File: config.mk
export PLATFORM = sky130hd
export DESIGN_NAME = uart_rx
export DESIGN_NICKNAME = d
export VERILOG_FILES = /design/src/rtl/uart_rx_pkg.sv /design/src/rtl/uart_rx_baud_tick.sv /design/src/rtl/uart_rx.sv
export SDC_FILE = /design/constraint.sdc
export NUM_CORES = 1
export LEC_CHECK = 0
export CORE_MARGIN = 1
export CORE_UTILIZATION = 48
export CTS_BUF_LIST = sky130_fd_sc_hd__clkbuf_4 sky130_fd_sc_hd__clkbuf_8
export DETAILED_ROUTE_END_ITERATION = 12
export PLACE_DENSITY = 0.68
export SYNTH_ARGS = -nofsm -noshare
export SYNTH_HDL_FRONTEND = slang
export SYNTH_SLANG_ARGS = --single-unit
File: constraint.sdc
create_clock -name clk -period 2.8 [get_ports clk]
set_clock_uncertainty 0.2 [all_clocks]
set_input_delay 0.42 -clock clk [delete_from_list [all_inputs] [get_ports clk]]
set_output_delay 0.42 -clock clk [all_outputs]
set_load 0.01 [all_outputs]
File: src/rtl/uart_rx_pkg.sv
// Shared definitions for the UART receiver: state encoding, oversampling
// constants and the baud divider function (also intended for uart_tx).
package uart_rx_pkg;

    typedef enum logic [2:0] {
        S_IDLE  = 3'd0,
        S_START = 3'd1,
        S_DATA  = 3'd2,
        S_STOP  = 3'd3,
        S_BREAK = 3'd4
    } rx_state_e;

    localparam int         OVERSAMPLE_FIXED = 16;

    // Oversample tick indices: three votes around mid-bit, then end of bit.
    localparam logic [3:0] TICK_SAMPLE0 = 4'd7;
    localparam logic [3:0] TICK_SAMPLE1 = 4'd8;
    localparam logic [3:0] TICK_VOTE    = 4'd9;
    localparam logic [3:0] TICK_LAST    = 4'd15;

    // Rounded clocks-per-oversample-tick.
    function automatic int uart_div(input int clk_hz, input int baud, input int os);
        return (clk_hz + (baud * os) / 2) / (baud * os);
    endfunction

endpackage

File: src/rtl/uart_rx_baud_tick.sv
// Oversample tick prescaler: counts 0..DIV-1, one-clk tick at DIV-1.
// A synchronous clear realigns the phase to a detected start edge.
module uart_rx_baud_tick #(
    parameter int DIV = 68
) (
    input  logic clk,
    input  logic rst_n,
    input  logic clr_i,
    output logic tick_o
);

    localparam int W = (DIV < 2) ? 1 : $clog2(DIV);
    localparam logic [W-1:0] LAST = W'(DIV - 1);

    logic [W-1:0] cnt_q;
    logic [W-1:0] cnt_d;

    // Next count: wrap at the terminal value or restart on clear.
    always_comb begin
        cnt_d = cnt_q + W'(1);
        if (clr_i || (cnt_q == LAST)) begin
            cnt_d = '0;
        end
    end

    // Prescaler register.
    always_ff @(posedge clk or negedge rst_n) begin
        if (!rst_n) begin
            cnt_q <= '0;
        end else begin
            cnt_q <= cnt_d;
        end
    end

    assign tick_o = (cnt_q == LAST) && !clr_i;

endmodule

File: src/rtl/uart_rx.sv
// 8N1 UART receiver with 16x oversampling, 3-sample majority vote and a
// one-entry valid/ready output register.
//
// state   | meaning
// IDLE    | line idle, waiting for a low level on rx_s
// START   | start bit; a high vote means a glitch, return to IDLE
// DATA    | eight data bits, LSB first, shifted in at the vote tick
// STOP    | stop bit vote: deliver byte, flag overrun, or frame error
// BREAK   | stop bit was low; wait for the line to return high
module uart_rx
    import uart_rx_pkg::*;
#(
    parameter int CLK_HZ     = 125_000_000,
    parameter int BAUD       = 115200,
    parameter int OVERSAMPLE = 16
) (
    input  logic       clk,
    input  logic       rst_n,
    input  logic       rx,
    output logic [7:0] data,
    output logic       valid,
    input  logic       ready,
    output logic       busy,
    output logic       frame_err,
    output logic       overrun
);

    localparam int DIV = uart_div(CLK_HZ, BAUD, OVERSAMPLE);

    if (DIV < 2) begin : g_div_chk
        $error("uart_rx: clock too slow for baud rate, divider below 2");
    end
    if (OVERSAMPLE != OVERSAMPLE_FIXED) begin : g_os_chk
        $error("uart_rx: only 16x oversampling is supported");
    end

    rx_state_e  state_q, state_d;
    logic       rx_meta_q, rx_s_q;
    logic [3:0] tick_cnt_q, tick_cnt_d;
    logic [2:0] bit_cnt_q, bit_cnt_d;
    logic [7:0] shift_q, shift_d;
    logic [1:0] samp_q, samp_d;
    logic [7:0] data_q, data_d;
    logic       valid_q, valid_d;
    logic       busy_q, busy_d;
    logic       frame_err_q, frame_err_d;
    logic       overrun_q, overrun_d;
    logic       tick;
    logic       maj;
    logic       at_vote;
    logic       at_end;

    // Two-flop synchronizer for the asynchronous serial line; idles high.
    always_ff @(posedge clk or negedge rst_n) begin
        if (!rst_n) begin
            rx_meta_q <= 1'b1;
            rx_s_q    <= 1'b1;
        end else begin
            rx_meta_q <= rx;
            rx_s_q    <= rx_meta_q;
        end
    end

    // Prescaler held at zero while idle so bit timing starts at the edge.
    uart_rx_baud_tick #(.DIV(DIV)) u_tick (
        .clk    (clk),
        .rst_n  (rst_n),
        .clr_i  (state_q == S_IDLE),
        .tick_o (tick)
    );

    // Majority of the two stored samples and the live sample at the vote tick.
    always_comb begin
        maj     = (samp_q[0] & samp_q[1]) | (samp_q[0] & rx_s_q) | (samp_q[1] & rx_s_q);
        at_vote = tick && (tick_cnt_q == TICK_VOTE);
        at_end  = tick && (tick_cnt_q == TICK_LAST);
    end

    // Next-state and output logic.
    always_comb begin
        state_d     = state_q;
        tick_cnt_d  = tick_cnt_q;
        bit_cnt_d   = bit_cnt_q;
        shift_d     = shift_q;
        samp_d      = samp_q;
        data_d      = data_q;
        valid_d     = valid_q & ~ready;
        frame_err_d = 1'b0;
        overrun_d   = 1'b0;

        if (tick) begin
            tick_cnt_d = tick_cnt_q + 4'd1;
            if (tick_cnt_q == TICK_SAMPLE0) samp_d[0] = rx_s_q;
            if (tick_cnt_q == TICK_SAMPLE1) samp_d[1] = rx_s_q;
        end

        case (state_q)
            S_IDLE: begin
                tick_cnt_d = 4'd0;
                bit_cnt_d  = 3'd0;
                if (!rx_s_q) state_d = S_START;
            end
            S_START: begin
                if (at_vote && maj) begin
                    state_d = S_IDLE;
                end else if (at_end) begin
                    state_d   = S_DATA;
                    bit_cnt_d = 3'd0;
                end
            end
            S_DATA: begin
                if (at_vote) shift_d = {maj, shift_q[7:1]};
                if (at_end) begin
                    if (bit_cnt_q == 3'd7) state_d = S_STOP;
                    else                   bit_cnt_d = bit_cnt_q + 3'd1;
                end
            end
            S_STOP: begin
                // Resolve at mid stop bit so a following start edge is not missed.
                if (at_vote) begin
                    if (maj) begin
                        if (!valid_q || ready) begin
                            data_d  = shift_q;
                            valid_d = 1'b1;
                        end else begin
                            overrun_d = 1'b1;
                        end
                        state_d = S_IDLE;
                    end else begin
                        frame_err_d = 1'b1;
                        state_d     = S_BREAK;
                    end
                end
            end
            S_BREAK: begin
                if (rx_s_q) state_d = S_IDLE;
            end
            default: state_d = S_IDLE;
        endcase

        busy_d = (state_d != S_IDLE);
    end

    // State and output registers.
    always_ff @(posedge clk or negedge rst_n) begin
        if (!rst_n) begin
            state_q     <= S_IDLE;
            tick_cnt_q  <= 4'd0;
            bit_cnt_q   <= 3'd0;
            shift_q     <= 8'd0;
            samp_q      <= 2'd0;
            data_q      <= 8'd0;
            valid_q     <= 1'b0;
            busy_q      <= 1'b0;
            frame_err_q <= 1'b0;
            overrun_q   <= 1'b0;
        end else begin
            state_q     <= state_d;
            tick_cnt_q  <= tick_cnt_d;
            bit_cnt_q   <= bit_cnt_d;
            shift_q     <= shift_d;
            samp_q      <= samp_d;
            data_q      <= data_d;
            valid_q     <= valid_d;
            busy_q      <= busy_d;
            frame_err_q <= frame_err_d;
            overrun_q   <= overrun_d;
        end
    end

    assign data      = data_q;
    assign valid     = valid_q;
    assign busy      = busy_q;
    assign frame_err = frame_err_q;
    assign overrun   = overrun_q;

endmodule

==> results_tabular.tex, run 1 <==
\begin{tabular}{lr}
\hline
Metric & Value \\
\hline
\multicolumn{2}{l}{\textbf{Global routing}} \\
Pin count of the biggest net entering global routing & 42 \\
Total Routing Usage GR & 0.1860 \\
Met2 demand-to-capacity share in global routing & 0.2951 \\
GR Layer Usage met1 & 0.2503 \\
Total global routing overflow & 0 \\
Number of antenna violations at the first check in global routing & 0 \\
Layer with the highest usage & met2 \\
First-pass GRT wire length & 5920 um \\
Met3 GRT Util & 0.05208 \\
Via count of the first global-routing pass & 1305 \\
\multicolumn{2}{l}{\textbf{Route}} \\
Number of DRC markers after the initial detailed-route iteration & 78 \\
Antenna Violating Nets Remaining & 0 \\
Wire per inst & 14.29 um \\
DRC viols & 0 \\
Total via count after detailed routing & 1243 \\
Aggregate routed wire length & 3286 um \\
Routed via count divided by cell count & 5.404 \\
Detailed-routing iteration count for the pre-antenna-repair pass & 4 \\
\multicolumn{2}{l}{\textbf{Worst setup path}} \\
Biggest fanout along the worst timing path & 8 \\
Data arrival time of the critical path & 2.48 ns \\
Reg2Reg Setup Slack & 0.29 ns \\
Reg2reg path depth & 6 \\
Worst path cell trace & ha\_1 -> nor4b\_2 -> nand3\_1 -> nor3\_1 -> and3\_1 -> mux2\_1 \\
Endpoint class of the critical path & flip-flop \\
Critical path's slowest cell & and3\_1 \\
Setup crit start kind & flip-flop \\
Cell class contributing the biggest share of worst-path delay & simple AND/OR/NAND/NOR gates \\
Instance count on the critical path & 6 \\
Class of the most critical setup path & reg2reg \\
Worst path buffer plus inverter count & 0 \\
Critical path required time & 2.77 ns \\
Worst path max stage delay & 0.42 ns \\
\multicolumn{2}{l}{\textbf{Cells and area}} \\
Commonest non-fill, non-tap cell in the layout & dfrtp\_1 \\
Net count, final & 191 \\
Filler Cells Inserted & 300 \\
Diode count & 0 \\
Final instance area & 2210 sq um \\
Syn-to-layout area delta & 14.53\% \\
Ratio of cells with drive above 1 in the final layout & 0.09890 \\
Most frequent cells in the layout & 39 x dfrtp\_1, 18 x mux2\_1, 14 x nor2\_1, 14 x clkdlybuf4s50\_1, 13 x nand2\_1 \\
\multicolumn{2}{l}{\textbf{Logic synthesis}} \\
Number of nets produced by synthesis & 172 \\
Count of flip-flops with a built-in enable after synthesis & 0 \\
Seq/Total Area, Yosys & 0.5331 \\
Fraction of synthesis flops using an asynchronous set or reset pin & 1.000 \\
Prevailing post-synth register cell & dfrtp\_1 \\
Area of the mapped netlist & 1929 sq um \\
Number of distinct library cell variants in the gate-level netlist after synthesis & 40 \\
Flip-flop and latch count after synthesis & 41 \\
Post-synthesis area per instance & 11.91 sq um \\
YS warnings & 0 \\
Post-synthesis instance total & 162 \\
\multicolumn{2}{l}{\textbf{Clock tree}} \\
Clock tree root buffer cell & clkbuf\_8 \\
Hold bufs inserted after CTS & 0 \\
Longest Clk Path Bufs & 2 \\
Clk slew on worst S/H paths & 0.08 ns \\
H-tree levels & 2 \\
Number of gates resized after cts & 0 \\
TritonCTS clock tree & built \\
Post-CTS setup-driven buffer insertion count & 0 \\
Sinks on Clock Net & 41 \\
Worst-Skew Late Latency & 0.29 ns \\
Number of clock buffers inserted by TritonCTS & 5 \\
\multicolumn{2}{l}{\textbf{Power}} \\
VDD IR-drop max & 0.2702 mV \\
Internal power of the cells & 773.9 uW \\
Pwr dens & 448.4 nW/um\^{}2 \\
Clock network power share & 0.385 \\
Switching part of the total power & 0.2190 \\
Switching power & 217.0 uW \\
Cell leakage power & 0.001066 uW \\
Power share of the combinational group & 0.014 \\
Sequential share of power & 0.601 \\
\multicolumn{2}{l}{\textbf{Floorplanning}} \\
Ports & 16 \\
CORE AREA & 3771 sq um \\
Vertical die dimension & 65.40 um \\
Chip Width & 65.40 um \\
Std cell rows & 22 \\
Die area & 4277 sq um \\
Starting Density & 0.5116 \\
\multicolumn{2}{l}{\textbf{Run}} \\
Max-capacitance violation count & 0 \\
\multicolumn{2}{l}{\textbf{STA}} \\
RSZ-0062 raised after global routing & false \\
Hold violation count in the final report & 0 \\
Setup Viol. Count Final & 0 \\
Fmax & 398.1 MHz \\
Worst-margin pin slew & 0.8861 ns \\
Final period utilization & 0.8972 \\
Total Negative Setup Slacks & 0 ns \\
Shortest period the worst path allows & 2.512 ns \\
Number of pins exceeding their max-slew limit in the final report & 0 \\
Relative slew slack & 0.4093 \\
\multicolumn{2}{l}{\textbf{Run status}} \\
Result of the run & completed \\
\multicolumn{2}{l}{\textbf{Placed design}} \\
DP Wirelength & 2346 um \\
PortBufs & 15 \\
Weighted congestion at the end of routability-driven global placement & 0.7884 \\
Placed cell area & 2120 sq um \\
\multicolumn{2}{l}{\textbf{Min path}} \\
Worst min-delay path class & in2async \\
\hline
\end{tabular}
## area by class of cell
type | instances | area [sq um] | share of cell area
Sequential cell | 41 | 1028 | 0.4655
Multi-Input combinational cell | 109 | 848.3 | 0.3839
Timing Repair Buffer | 16 | 152.6 | 0.06908
Clock buffer | 5 | 68.82 | 0.03114
Tap cell | 48 | 60.06 | 0.02718
Inverter | 8 | 30.03 | 0.01359
Clock inverter | 3 | 21.27 | 0.009626
## layer usage
layer	share of wire	vias up	wire [um]
met5	0	-	0
met4	0.0055	0	18
met3	0.034	2	112
met2	0.46	26	1521
met1	0.50	614	1633
li1	-	601	-
## Yosys cell counts (2+ instances only)
cell type / instances / area (sq um)
nor4_1: 3 / 18.77
clkbuf_1: 2 / 7.510
and3_1: 4 / 25.02
buf_4: 2 / 15.01
nor2b_1: 2 / 12.51
xor2_1: 4 / 35.03
or2_1: 2 / 12.51
xnor2_1: 4 / 35.03
a22o_1: 3 / 26.28
nand2b_1: 2 / 12.51
mux2i_1: 2 / 20.02
mux2_1: 18 / 202.7
and3b_1: 2 / 17.52
inv_1: 8 / 30.03
dfstp_2: 2 / 52.55
nand3_1: 6 / 30.03
nand2_1: 13 / 48.80
dfrtp_1: 39 / 975.9
ha_1: 6 / 75.07
nand4_1: 2 / 12.51
nor2_1: 14 / 52.55
nor3_1: 4 / 20.02
## power groups by stage
| stage | Combinational [uW] | Clock, uW | Sequential, uW |
|---|---|---|---|
| final | 14.1 | 381 | 596 |
| after global routing | 16.9 | 417 | 596 |
| after CTS | 15.2 | 400 | 595 |
| after detailed placement | 15.2 | 0 | 607 |
| after global placement | 14.5 | 0 | 607 |
| after floorplan | 0.247 | 0 | 607 |
## metrics by stage
step	cells	hold WS (ns)	power (uW)	setup slack [ns]	utilization
final	230	0.04723	990.8	0.2879	0.5859
after global routing	230	0.1154	1030	0.09846	0.5859
after CTS	230	0.06986	1011	0.2970	0.5859
after detailed placement	222	0.1472	622.5	0.3518	0.5620
after global placement	222	0.1455	621.7	0.4377	0.5620
after floorplan	162	-0.07559	607.1	0.6708	-
## cell families (layout without fill, tap and decap cells)
| kind of cell | Yosys count | in the layout | share of synthesized area |
|---|---|---|---|
| DFF | 41 | 41 | 0.5331 |
| muxes | 20 | 20 | 0.1154 |
| and+or+nand+nor | 61 | 61 | 0.1848 |
| adders and majority gates | 7 | 7 | 0.04410 |
| buffers and inverters | 12 | 32 | 0.02724 |
| AOI/OAI and AO/OA | 13 | 13 | 0.05902 |
| xor gates and xnor gates | 8 | 8 | 0.03631 |
## state kept, by name, summed over array words and instances (netlist names), 2 cells and up
signal        count
data              8
shift_q           8
u_tick.cnt_q      7
tick_cnt_q        4
bit_cnt_q         3
state_q           3
samp_q            2
## path summary, 6_finish.rpt
path / endpoint / start
max: data[1] / u_tick.cnt_q[0]
min: valid / rst_n
max reg2reg: data[1] / u_tick.cnt_q[0]
min reg2reg: rx_s_q / rx_meta_q
max in group asynchronous: u_tick.cnt_q[0] / rst_n
min in group clk: rx_s_q / rx_meta_q
(Power assumes the default switching activity.)
==> run 2: changes to the inputs <==
--- a/config.mk
+++ b/config.mk
@@ -10,6 +10,7 @@
 export CTS_BUF_LIST = sky130_fd_sc_hd__clkbuf_4 sky130_fd_sc_hd__clkbuf_8
 export DETAILED_ROUTE_END_ITERATION = 12
 export PLACE_DENSITY = 0.68
+export SLEW_MARGIN = 20
 export SYNTH_ARGS = -nofsm -noshare
 export SYNTH_HDL_FRONTEND = slang
 export SYNTH_SLANG_ARGS = --single-unit
==> results of run 2 <==
The final DEF is identical to that of run 1; final timing and power are the same.
==> run 3: changes to the inputs <==
--- a/config.mk
+++ b/config.mk
@@ -7,10 +7,10 @@
 export LEC_CHECK = 0
 export CORE_MARGIN = 1
 export CORE_UTILIZATION = 48
-export CTS_BUF_LIST = sky130_fd_sc_hd__clkbuf_4 sky130_fd_sc_hd__clkbuf_8
 export DETAILED_ROUTE_END_ITERATION = 12
 export PLACE_DENSITY = 0.68
 export SLEW_MARGIN = 20
 export SYNTH_ARGS = -nofsm -noshare
 export SYNTH_HDL_FRONTEND = slang
+export SYNTH_HIERARCHICAL = 1
 export SYNTH_SLANG_ARGS = --single-unit
==> results_tabular.tex, run 3 <==
\begin{tabular}{lr}
\hline
Metric & Value \\
\hline
\multicolumn{2}{l}{\textbf{Run status}} \\
Result of the run & completed \\
\multicolumn{2}{l}{\textbf{Floorplanning}} \\
Chip Width & 64.24 um (-1.8\%) \\
Starting Density & 0.5041 (-0.007542) \\
Die area & 4126 sq um (-3.5\%) \\
Ports & 16 (unchanged) \\
CORE AREA & 3689 sq um (-2.2\%) \\
Std cell rows & 22 (unchanged) \\
Vertical die dimension & 64.24 um (-1.8\%) \\
\multicolumn{2}{l}{\textbf{Route}} \\
Aggregate routed wire length & 2896 um (-12\%) \\
Wire per inst & 13.60 um (-4.8\%) \\
Antenna Violating Nets Remaining & 0 (unchanged) \\
DRC viols & 0 (unchanged) \\
Routed via count divided by cell count & 5.254 (-2.8\%) \\
Detailed-routing iteration count for the pre-antenna-repair pass & 4 (unchanged) \\
Number of DRC markers after the initial detailed-route iteration & 43 (-45\%) \\
Total via count after detailed routing & 1119 (-10\%) \\
\multicolumn{2}{l}{\textbf{Logic synthesis}} \\
Count of flip-flops with a built-in enable after synthesis & 0 (unchanged) \\
Post-synthesis area per instance & 13.00 sq um (+9.2\%) \\
Number of nets produced by synthesis & 153 (-11\%) \\
YS warnings & 6 (+6) \\
Area of the mapped netlist & 1859 sq um (-3.6\%) \\
Library cell with the highest instance count after synthesis & dfrtp\_1 \\
Seq/Total Area, Yosys & 0.5532 (+0.02009) \\
Flip-flop and latch count after synthesis & 41 (unchanged) \\
Post-synthesis cell type with the largest combined area & dfrtp\_1 \\
Cell types with the highest counts after synthesis & 39 x dfrtp\_1, 19 x mux2\_2, 14 x nor2\_1, 6 x ha\_1, 6 x nand2\_1 \\
Area contributors post-synth & dfrtp\_1 52\%, mux2\_2 12\%, ha\_1 4.0\%, dfstp\_2 2.8\%, nor2\_1 2.8\% \\
Fraction of synthesis flops using an asynchronous set or reset pin & 1.000 (unchanged) \\
Top cell type's share of synthesized area & 0.5249 (+0.01906) \\
Prevailing post-synth register cell & dfrtp\_1 \\
Post-synthesis instance total & 143 (-12\%) \\
Number of distinct library cell variants in the gate-level netlist after synthesis & 40 (unchanged) \\
\multicolumn{2}{l}{\textbf{Worst setup path}} \\
Setup crit start kind & flip-flop \\
Biggest fanout along the worst timing path & 5 (-3) \\
Reg2Reg Setup Slack & 0.24 ns (-0.04 ns) \\
Critical path's slowest cell & or4b\_4 \\
Data arrival time of the critical path & 2.52 ns (+0.04 ns) \\
Critical path required time & 2.76 ns (about the same) \\
Worst path max stage delay & 0.50 ns (+0.08 ns) \\
Worst path cell trace & ha\_1 -> or4b\_4 -> nor3\_2 -> and4b\_2 -> o21ai\_1 -> a311oi\_2 -> o211ai\_1 \\
Endpoint class of the critical path & flip-flop \\
Class of the most critical setup path & reg2reg \\
\multicolumn{2}{l}{\textbf{Cells and area}} \\
Net count, final & 174 (-8.9\%) \\
Ratio of cells with drive above 1 in the final layout & 0.2667 (+0.1678) \\
Most frequent cells in the layout & 39 x dfrtp\_1, 19 x mux2\_2, 14 x nor2\_1, 14 x clkdlybuf4s50\_1 \\
Diode count & 0 (unchanged) \\
Syn-to-layout area delta & 16.96\% \\
Commonest non-fill, non-tap cell in the layout & dfrtp\_1 \\
\multicolumn{2}{l}{\textbf{Power}} \\
Cell leakage power & 0.0009935 uW (-6.8\%) \\
Power share of the combinational group & 0.013 (about the same) \\
Pwr dens & 504.0 nW/um\^{}2 (+12\%) \\
Switching part of the total power & 0.1905 (-0.02842) \\
VDD IR-drop max & 0.3090 mV (+14\%) \\
Internal power of the cells & 887.1 uW (+15\%) \\
Sequential share of power & 0.543 (-0.058) \\
Switching power & 208.8 uW (-3.7\%) \\
Clock network power share & 0.444 (+0.059) \\
\multicolumn{2}{l}{\textbf{Global routing}} \\
Via count of the first global-routing pass & 1192 (-8.7\%) \\
Pin count of the biggest net entering global routing & 42 (unchanged) \\
Total global routing overflow & 0 (unchanged) \\
Number of antenna violations at the first check in global routing & 0 (unchanged) \\
Total Routing Usage GR & 0.1678 (-0.01816) \\
First-pass GRT wire length & 5237 um (-12\%) \\
\multicolumn{2}{l}{\textbf{Clock tree}} \\
H-tree levels & 2 (unchanged) \\
Number of clock buffers inserted by TritonCTS & 5 (unchanged) \\
Clk slew on worst S/H paths & 0.08 ns (about the same) \\
Sinks on Clock Net & 41 (unchanged) \\
Clock tree root buffer cell & clkbuf\_8 \\
Longest Clk Path Bufs & 2 (unchanged) \\
Worst-Skew Late Latency & 0.29 ns (about the same) \\
TritonCTS clock tree & built \\
Hold bufs inserted after CTS & 0 (unchanged) \\
\multicolumn{2}{l}{\textbf{STA}} \\
Post-route worst setup slack & 0.2440 ns (-0.04391 ns) \\
Relative slew slack & 0.4221 (+0.01287) \\
RSZ-0062 raised after global routing & false \\
Total Negative Setup Slacks & 0 ns (unchanged) \\
Hold violation count in the final report & 0 (unchanged) \\
Shortest period the worst path allows & 2.556 ns (+0.04391 ns) \\
Setup Viol. Count Final & 0 (unchanged) \\
Final Hold Slack & 0.02592 ns (-0.02131 ns) \\
Worst-margin pin slew & 0.8668 ns (-0.01931 ns) \\
Final period utilization & 0.9129 (+0.01568) \\
Fmax & 391.2 MHz (-1.7\%) \\
Number of pins exceeding their max-slew limit in the final report & 0 (unchanged) \\
\multicolumn{2}{l}{\textbf{Placed design}} \\
Post-placement worst setup slack & 0.1253 ns (-0.2266 ns) \\
PortBufs & 15 (unchanged) \\
Weighted congestion at the end of routability-driven global placement & 0.7712 (-2.2\%) \\
DP Wirelength & 2117 um (-9.8\%) \\
\multicolumn{2}{l}{\textbf{Run}} \\
Max-capacitance violation count & 0 (unchanged) \\
\multicolumn{2}{l}{\textbf{Min path}} \\
Worst min-delay path class & in2async \\
\hline
\end{tabular}
-- run 3: cell types whose count changed in the layout (fill, tap and decap cells not counted), sizes merged, moves of 3 or more --
cell,delta
nand2,-6
nand3,-3
and3,-4
nor4,-3
o21ai,+4
inv,-4
-- run 3: layer usage --
layer	vias up	part of all wire	wire, um	GRT usage
met5	-	0	0	0
met4	0	0.011	31	0.05000
met3	3	0.035	100	0.05357
met2	15	0.48	1380	0.2779
met1	557	0.48	1384	0.2093
li1	544	-	-	-
-- run 3: worst paths after layout --
check / to / cells after the start / start
max in group asynchronous: samp_q[0] / 1 / rst_n
setup reg to reg: busy / 7 / u_tick/cnt_q[0]
hold / removal: busy / 1 / rst_n
setup / recovery: busy / 7 / u_tick/cnt_q[0]
min in group clk: rx_s_q / 0 / rx_meta_q
hold reg to reg: rx_s_q / 0 / rx_meta_q
-- run 3: cell families (layout without fill, tap and decap cells) --
family,Yosys count,count (layout),share of synthesized area
adders and majority gates,7,7,0.04643
AOI/OAI and AO/OA,14,14,0.06932
buffers and inverters,8,30,0.02625
and+or+nand+nor,47,47,0.1561
DFF,41,41,0.5532
xor gates and xnor gates,6,6,0.02826
muxes,20,20,0.1205
-- run 3: layout make-up --
cell class / count / area (sq um)
Tap cell: 48 / 60.06
Inverter: 5 / 18.77
Multi-Input combinational cell: 94 / 787.0
Clock inverter: 2 / 37.54
Sequential cell: 41 / 1028
Fill cell: 314 / 1514
Timing Repair Buffer: 17 / 160.2
Clock buffer: 6 / 82.58
-- run 3: worst max-delay path: cells and delay by family, from the launching register on --
| kind | cells | cell delay [ns] |
|---|---|---|
| adder cells (fa/ha/maj) | 1 | 0.21 |
| AO/OA/AOI/OAI | 3 | 0.54 |
| flip-flops | 1 | 0.37 |
| AND/OR/NAND/NOR | 3 | 1.11 |
-- run 3: what timing repair did --
action                                  4_1_cts  5_1_grt
endpoints found under the setup margin        0        5
gates resized for setup                       0        1
setup buffers                                 0        0
endpoints found under the hold margin         0        0
-- run 3: stage by stage --
stage	utilization	power [uW]	area (sq um)	cells
5_1_grt	0.5896	1138	2175	213
3_3_place_gp	0.5556	621.3	2049	205
3_5_place_dp	0.5556	622.3	2049	205
2_1_floorplan	-	607.1	1859	143
4_1_cts	0.5882	1120	2170	213
6_report	0.5896	1096	2175	213
-- run 3: power by group through the flow --
| stage | Clock, uW | Sequential [uW] | Combinational, uW |
|---|---|---|---|
| floorplan | 0 | 607 | 0.240 |
| global placement | 0 | 607 | 14.3 |
| detailed placement | 0 | 607 | 15.1 |
| CTS | 509 | 595 | 15.2 |
| global route | 526 | 596 | 16.9 |
| finish | 486 | 596 | 14.1 |
